<file path="src/rtl/execute_hazard_unit.sv">
// Execute-stage hazard unit: holds the execute instruction, picks operand
// forwarding sources, and stalls upstream while a chosen source is still pending.
module execute_hazard_unit #(
  parameter int NUM_FWD   = 2,
  parameter int STALL_MAX = 4,
  localparam int SEL_W    = $clog2(NUM_FWD + 2),
  localparam int CNT_W    = $clog2(STALL_MAX + 1)
) (
  input  logic                   clk,
  input  logic                   rst_n,
  input  logic [31:0]            instr_in,
  input  logic                   instr_valid_in,
  input  logic                   use_a_in,
  input  logic                   use_b_in,
  input  logic                   use_s_in,
  input  logic                   flush,
  input  logic [NUM_FWD-1:0]     fwd_valid,
  input  logic [4*NUM_FWD-1:0]   fwd_rd,
  input  logic [NUM_FWD-1:0]     fwd_pending,
  output logic [31:0]            instr_out,
  output logic                   ex_valid,
  output logic [SEL_W-1:0]       sel_A_in,
  output logic [SEL_W-1:0]       sel_B_in,
  output logic [SEL_W-1:0]       sel_shift_in,
  output logic                   en_A,
  output logic                   en_B,
  output logic                   en_S,
  output logic                   stall_out,
  output logic [CNT_W-1:0]       stall_cycles,
  output logic                   stall_timeout
);

  typedef enum logic {RUN, STALL} state_e;

  localparam logic [SEL_W-1:0] SEL_PC  = SEL_W'(NUM_FWD + 1);
  localparam logic [CNT_W-1:0] CNT_MAX = CNT_W'(STALL_MAX);

  logic [31:0]      instr_q, instr_d;
  logic             valid_q, valid_d;
  logic             use_a_q, use_a_d;
  logic             use_b_q, use_b_d;
  logic             use_s_q, use_s_d;
  state_e           state_q;
  logic [CNT_W-1:0] stall_cycles_q;
  logic             stall_timeout_q;
  logic [CNT_W-1:0] stall_cycles_d;

  logic [SEL_W-1:0] sel_a, sel_b, sel_s;
  logic             pend_a, pend_b, pend_s;

  // Downward scan so the youngest (lowest-numbered) matching source wins.
  function automatic logic [SEL_W-1:0] pickSource(
    input logic                 active,
    input logic [3:0]           idx,
    input logic [NUM_FWD-1:0]   fv,
    input logic [4*NUM_FWD-1:0] frd
  );
    logic [SEL_W-1:0] sel;
    sel = '0;
    if (active) begin
      if (idx == 4'hF) begin
        sel = SEL_PC;
      end else begin
        for (int k = NUM_FWD; k >= 1; k--) begin
          if (fv[k-1] && (frd[4*k-1 -: 4] == idx)) sel = SEL_W'(k);
        end
      end
    end
    return sel;
  endfunction

  function automatic logic isPending(
    input logic [SEL_W-1:0]   sel,
    input logic [NUM_FWD-1:0] fp
  );
    logic p;
    p = 1'b0;
    for (int k = 1; k <= NUM_FWD; k++) begin
      if (sel == SEL_W'(k)) p = fp[k-1];
    end
    return p;
  endfunction

  always_comb begin
    sel_a  = pickSource(valid_q & use_a_q, instr_q[19:16], fwd_valid, fwd_rd);
    sel_b  = pickSource(valid_q & use_b_q, instr_q[3:0],   fwd_valid, fwd_rd);
    sel_s  = pickSource(valid_q & use_s_q, instr_q[11:8],  fwd_valid, fwd_rd);
    pend_a = isPending(sel_a, fwd_pending);
    pend_b = isPending(sel_b, fwd_pending);
    pend_s = isPending(sel_s, fwd_pending);
  end

  // Only the chosen source can stall, so a shadowed older load is ignored.
  assign stall_out    = valid_q & ~flush & (pend_a | pend_b | pend_s);
  assign sel_A_in     = sel_a;
  assign sel_B_in     = sel_b;
  assign sel_shift_in = sel_s;
  assign en_A         = valid_q & use_a_q & ~stall_out;
  assign en_B         = valid_q & use_b_q & ~stall_out;
  assign en_S         = valid_q & use_s_q & ~stall_out;
  assign instr_out    = instr_q;
  assign ex_valid     = valid_q;
  assign stall_cycles  = stall_cycles_q;
  assign stall_timeout = stall_timeout_q;

  always_comb begin
    instr_d = instr_q;
    valid_d = valid_q;
    use_a_d = use_a_q;
    use_b_d = use_b_q;
    use_s_d = use_s_q;
    if (flush) begin
      valid_d = 1'b0;
    end else if (!stall_out) begin
      instr_d = instr_in;
      valid_d = instr_valid_in;
      use_a_d = use_a_in;
      use_b_d = use_b_in;
      use_s_d = use_s_in;
    end
  end

  always_ff @(posedge clk or negedge rst_n) begin
    if (!rst_n) begin
      instr_q <= '0;
      valid_q <= 1'b0;
      use_a_q <= 1'b0;
      use_b_q <= 1'b0;
      use_s_q <= 1'b0;
    end else begin
      instr_q <= instr_d;
      valid_q <= valid_d;
      use_a_q <= use_a_d;
      use_b_q <= use_b_d;
      use_s_q <= use_s_d;
    end
  end

  // Counter value if this edge stalls: a fresh stall starts at 1, otherwise saturate.
  always_comb begin
    stall_cycles_d = CNT_W'(1);
    if (state_q == STALL) begin
      stall_cycles_d = (stall_cycles_q == CNT_MAX) ? stall_cycles_q
                                                   : stall_cycles_q + CNT_W'(1);
    end
  end

  always_ff @(posedge clk or negedge rst_n) begin
    if (!rst_n) begin
      state_q         <= RUN;
      stall_cycles_q  <= '0;
      stall_timeout_q <= 1'b0;
    end else begin
      case (state_q)
        RUN: begin
          if (stall_out && !flush) begin
            state_q        <= STALL;
            stall_cycles_q <= stall_cycles_d;
            if (stall_cycles_d == CNT_MAX) stall_timeout_q <= 1'b1;
          end else begin
            stall_cycles_q <= '0;
          end
        end
        STALL: begin
          if (!stall_out || flush) begin
            state_q        <= RUN;
            stall_cycles_q <= '0;
          end else begin
            stall_cycles_q <= stall_cycles_d;
            if (stall_cycles_d == CNT_MAX) stall_timeout_q <= 1'b1;
          end
        end
        default: begin
          state_q        <= RUN;
          stall_cycles_q <= '0;
        end
      endcase
    end
  end

endmodule

</file>
<file path="config.mk">
export PLATFORM = sky130hd
export DESIGN_NAME = execute_hazard_unit
export DESIGN_NICKNAME = d
export VERILOG_FILES = /design/src/rtl/execute_hazard_unit.sv
export SDC_FILE = /design/constraint.sdc
export NUM_CORES = 1
export LEC_CHECK = 0
export CAP_MARGIN = 15
export CORE_MARGIN = 5
export CORE_UTILIZATION = 40
export CTS_CLUSTER_DIAMETER = 200
export CTS_CLUSTER_SIZE = 8
export DETAILED_ROUTE_END_ITERATION = 10
export GPL_ROUTABILITY_DRIVEN = 1
export HOLD_SLACK_MARGIN = 0.1
export PLACE_DENSITY_LB_ADDON = 0.12
export RECOVER_POWER = 100
export SLEW_MARGIN = 25
export SYNTH_ARGS = -nofsm -noshare
export SYNTH_HDL_FRONTEND = slang
export SYNTH_SLANG_ARGS = --single-unit
export TNS_END_PERCENT = 5
</file>
<file path="constraint.sdc">
create_clock -name clk -period 5.65 [get_ports clk]
set_clock_uncertainty 0.05 [all_clocks]
set_input_delay 1.4125 -clock clk [delete_from_list [all_inputs] [get_ports clk]]
set_output_delay 1.4125 -clock clk [all_outputs]
set_load 0.02 [all_outputs]
</file>
# After elaboration in Yosys (flattened, before gate mapping)
# Index checks and enable logic that the tools add are counted.
# classes
add_sub_neg	1
n_eq_ne	20
n_mux	32
bitwise	13
n_reduce_logical	12
# op_table
cell	n
4-bit equality test	6
2-bit two-way mux	12
1-bit two-way mux	13
4-bit equality test (second input constant)	3
3-bit two-way mux	4
1-bit AND	8
1-bit logical AND	7
2-bit by 1-bit equality test with 1-bit output (second input constant)	3
2-bit equality test (second input constant)	3
3-bit equality test (second input constant)	2
2-bit != test (second input constant)	3
3-bit case mux with 2 select lines	1
1-bit case mux with 2 select lines	2
2-bit AND reduction	2
3-bit by 1-bit adder with 3-bit output (second input constant)	1
1-bit inverter	3
1-bit logical NOT	2
1-bit OR	2
1-bit logical OR	1
# totals
register_bits	41
input_bits	51
out_inout_bits	47
elab_cells	86

# Longest topological paths before layout
# depth
ltp_word	16
ltp_mapped	8
depth_no_buf	7

# Worst setup path after synthesis
# No wires, ideal clock.
# synth_path
path_type	input to output
from	input port fwd_rd[0]
to	output port en_A
arrival_time_ns	3.248
required_ns	4.188
setup_slack_ns	0.940
stages	7
path_buffers	0
path_cell_list	nand2b_1 o2111ai_1 or4_4 nor2_1 o211ai_1 a21oi_1 nor2_1
# synth_between
elab_chain_len	13
elab_cells_between_ends	32
cone_classes	eq/ne: 9; mux: 15; bitwise: 5; reduce/logical: 3
# synth_rtl
element	line_no	source
start, declared	18	input logic [4*NUM_FWD-1:0] fwd_rd,
4-bit equality test	65	if (fv[k-1] && (frd[4*k-1 -: 4] == idx)) sel = SEL_W'(k);
1-bit logical AND	65	
2-bit two-way mux	65	
2-bit two-way mux	61	if (idx == 4'hF) begin
2-bit two-way mux	60	if (active) begin
2-bit by 1-bit equality test with 1-bit output	79	if (sel == SEL_W'(k)) p = fp[k-1];
1-bit two-way mux (2 in a row)	79	
1-bit OR	94	assign stall_out = valid_q & ~flush & (pend_a | pend_b | pend_s);
1-bit OR (*)	94	
1-bit AND (*)	94	
via stall_out	28	output logic stall_out,
1-bit inverter (no source line) (*)	n/a	
1-bit AND (*)	98	assign en_A = valid_q & use_a_q & ~stall_out;
end, declared	25	output logic en_A,
# The timed path passes the listed nets; every way through them passes the cells marked *.

# Final worst setup path
# layout_path
from	input port fwd_rd[0]
to	output port en_A
# layout_between
elab_chain_len	13
elab_cells_between_ends	32
cone_classes	eq/ne: 9; mux: 15; bitwise: 5; reduce/logical: 3
# layout_rtl
element	line_no
4-bit equality test	65
1-bit logical AND	65
2-bit two-way mux	65
2-bit two-way mux	61
2-bit two-way mux	60
2-bit by 1-bit equality test with 1-bit output	79
1-bit two-way mux (2 in a row)	79
1-bit OR	94
1-bit OR (*)	94
1-bit AND (*)	94
1-bit inverter (no source line) (*)	n/a
1-bit AND (*)	98
# Every way passes the cells marked *; elsewhere a longest branch is shown, timed or not.

==> reports/results.ini <==
[run_status]
status=complete, but fails checks
violations=max-capacitance violations, max-slew violations

[drt]
drt_pass1_iterations=4
antenna_left=0
wl_per_cell_um=15.78
vias=1695
wl_mm=5.443
via_per_inst=4.913
drt_iter0_drc=56
drt_drc_violations_left=0

[floorplan]
die_x_um=84.05
core_area_mm2=0.005405
start_util=0.4058
die_y_um=84.05
ios=98
fp.dieArea_mm2=0.007064
rows=27

[setup_path]
path_delay_family=buffers and inverters
crit_chain=clkdlybuf4s50_1 -> nand2b_1 -> o2111ai_1 -> or4_4 -> and3_1 -> o211ai_4 -> a21oi_2 -> nor2_1 -> clkdlybuf4s50_1
cp-start-kind=input pin
r2r-start=instr_out[0]
r2r-end=instr_out[10]
crit_fanout=5
reg2reg_slack_ns=2.24
max_stage_delay_ns=0.61
ff2ff_path_depth=8
cp.required_ns=4.19
crit_type=in -> out
path_depth=9
crit_top_cell=clkdlybuf4s50_1
setup.worst_path.end_class=output port
crit_slowest_cell=clkdlybuf4s50_1
crit_arrival_ns=4.03
path_buf_inv=2

[cells_and_area]
diodes=0
areaGrowthSynthToFinish_pct=46.09
multiInputGateArea_um2=984.7
drive_gt1_frac=0.06593
postLayoutCellArea_mm2=0.003204
seq_area_mm2=0.001026
fillers=502
layout.nets=326

[min_path]
hold-path-endpoint=stall_timeout
hold_class=reg -> reg
hold_depth=1
hold_start=stall_timeout

[clock_tree]
clockBufferDepth=2
cts_setup_buffers=0
cts-root-buf=clkbuf_8
tritoncts=built
clock_latency_ns=0.28
cts_sinks=41
cts_made_buffers=5
htreeDepth=2
clkSlewWorstSetupHoldPaths_ns=0.08
postCtsHoldBufs=0

[global_route]
grt_pass1_wl_mm=8.942
grt_usage=0.1587
globalRouteOverflowTotal=0
grt_max_degree=42
grt_pass1_vias=1767
grt_antenna_before_repair=0

[yosys]
async_flop_share=1.000
synthesis.nets=223
synthTopCellsByCount=dfrtp_1 (41), mux2_4 (30), xor2_1 (10)
synthFlopType=dfrtp_1
netlist_top_cells_area=dfrtp_1 (47%), mux2_4 (21%), xor2_1 (4.0%), xnor2_1 (3.6%), mux2_2 (2.6%)
synth_edf_count=0
syn_area_mm2=0.002193
ys_types=37
yosysMostFrequentCell=dfrtp_1
syn_area_per_cell_um2=12.90
synth_area_leader_cell=dfrtp_1
synth_top_area_frac=0.4678
syn_inst=170
seq_area_frac_synth=0.4678
ys_ff_latch=41
synth_warnings=0

[place]
gp_congestion=0.7544
port_buffers=97
placed_area_mm2=0.003231
dp_hpwl_mm=4.102

[power_and_ir_drop]
worst_ir_drop_vdd_mv=0.1632
leakage_uw=0.001341
power_density_mw_per_mm2=236.8
p_total_uw=758.9

[timing]
finalSetupViolCount=0
period_share=0.9729
fmax_mhz=181.9
hold_viol_final=0
worst_pin_slew_ns=2.176
max-slew-margin-rel=-0.4505
setup_tns_ns=0
rsz0062_at_grt=false
finalCriticalPeriod_ns=5.497
drv_slew=42

[job]
drv_cap=1

## worst register-to-register path, stage by stage (launching register included)
cell and delay, ns:
dfrtp_1 0.46, nand2b_1 0.11, o2111ai_1 0.11, or4_4 0.57, and3_1 0.19, o211ai_4 0.20
clkbuf_1 0.22, nand3b_2 0.72, mux2_1 0.65
## per-stage QoR
step	hold slack [ns]	instances	util	worst slack, ns
after floorplan	0.4009	170	-	0.9396
after global placement	0.3949	338	0.5977	0.1519
after detailed placement	0.4043	338	0.5977	0.08495
after CTS	0.4217	345	0.6169	0.07221
after global routing	0.4267	345	0.5928	0.02573
final	0.4119	345	0.5928	0.1533
## per-layer routing
metal  track usage  share of wire  vias up
met5             0              0        -
met4       0.04825         0.0070        0
met3       0.05133          0.074        2
met2        0.2496           0.47       58
met1        0.2074           0.45      821
li1              -              -      814
## how the worst max path moves through the flow
stage | startpoint | end | slack (ns)
final | fwd_rd[0] | en_A | 0.15
after global routing | fwd_rd[0] | en_A | 0.03
after CTS | fwd_rd[0] | stall_out | 0.07
after detailed placement | fwd_rd[0] | stall_out | 0.08
after global placement | fwd_rd[0] | stall_out | 0.15
after floorplan | fwd_rd[0] | en_A | 0.94
## registers in the layout (all words and copies together), names as in the netlist
register       cells
ex_valid           1
use_s_q            1
state_q            1
instr_out         32
stall_timeout      1
stall_cycles       3
use_b_q            1
use_a_q            1
## cell usage in the layout, fill, tap and decap left out, drive strengths merged, types with 2 or more instances in the layout
| master | n |
|---|---|
| nand2 | 9 |
| inv | 8 |
| o22ai | 4 |
| ha | 2 |
| and3 | 2 |
| xnor2 | 9 |
| xor2 | 10 |
| clkbuf | 8 |
| clkdlybuf4s50 | 52 |
| o211ai | 2 |
| nand3 | 4 |
| dlygate4sd3 | 43 |
| nor3 | 2 |
| dfrtp | 41 |
| mux2 | 35 |
| nand2b | 3 |
| mux2i | 2 |
| a21oi | 9 |
| nand4 | 4 |
| nor2 | 5 |
## logic make-up (layout without fill, tap and decap cells)
group / Yosys count / count (layout) / synth area share
DFF: 41 / 41 / 0.4678
muxes: 37 / 37 / 0.2402
and+or+nand+nor: 37 / 37 / 0.1015
AOI/OAI and AO/OA: 23 / 23 / 0.07416
xor gates and xnor gates: 19 / 19 / 0.07587
buffers and inverters: 11 / 114 / 0.02909
adders and majority gates: 2 / 2 / 0.01141
## what timing repair did
| item | 4_1_cts | 5_1_grt |
|---|---|---|
| resized for setup | 0 | 2 |
| endpoints found under the setup margin | 0 | 4 |
| endpoints found under the hold margin | 0 | 0 |
## report_power, final
part | internal [uW] | switching [uW]
registers | 320 | 26.0
clock network | 128 | 97.8
logic | 99.9 | 86.9
## final cells by class
type,count,area share
sequential,41,0.3202
tap,72,0.02811
multi-input combinational,118,0.3073
timing repair buffer,99,0.3026
clock buffer,5,0.02148
inverter,8,0.009371
clock inverter,2,0.01093
No activity file was read; power rests on OpenSTA's default activity.
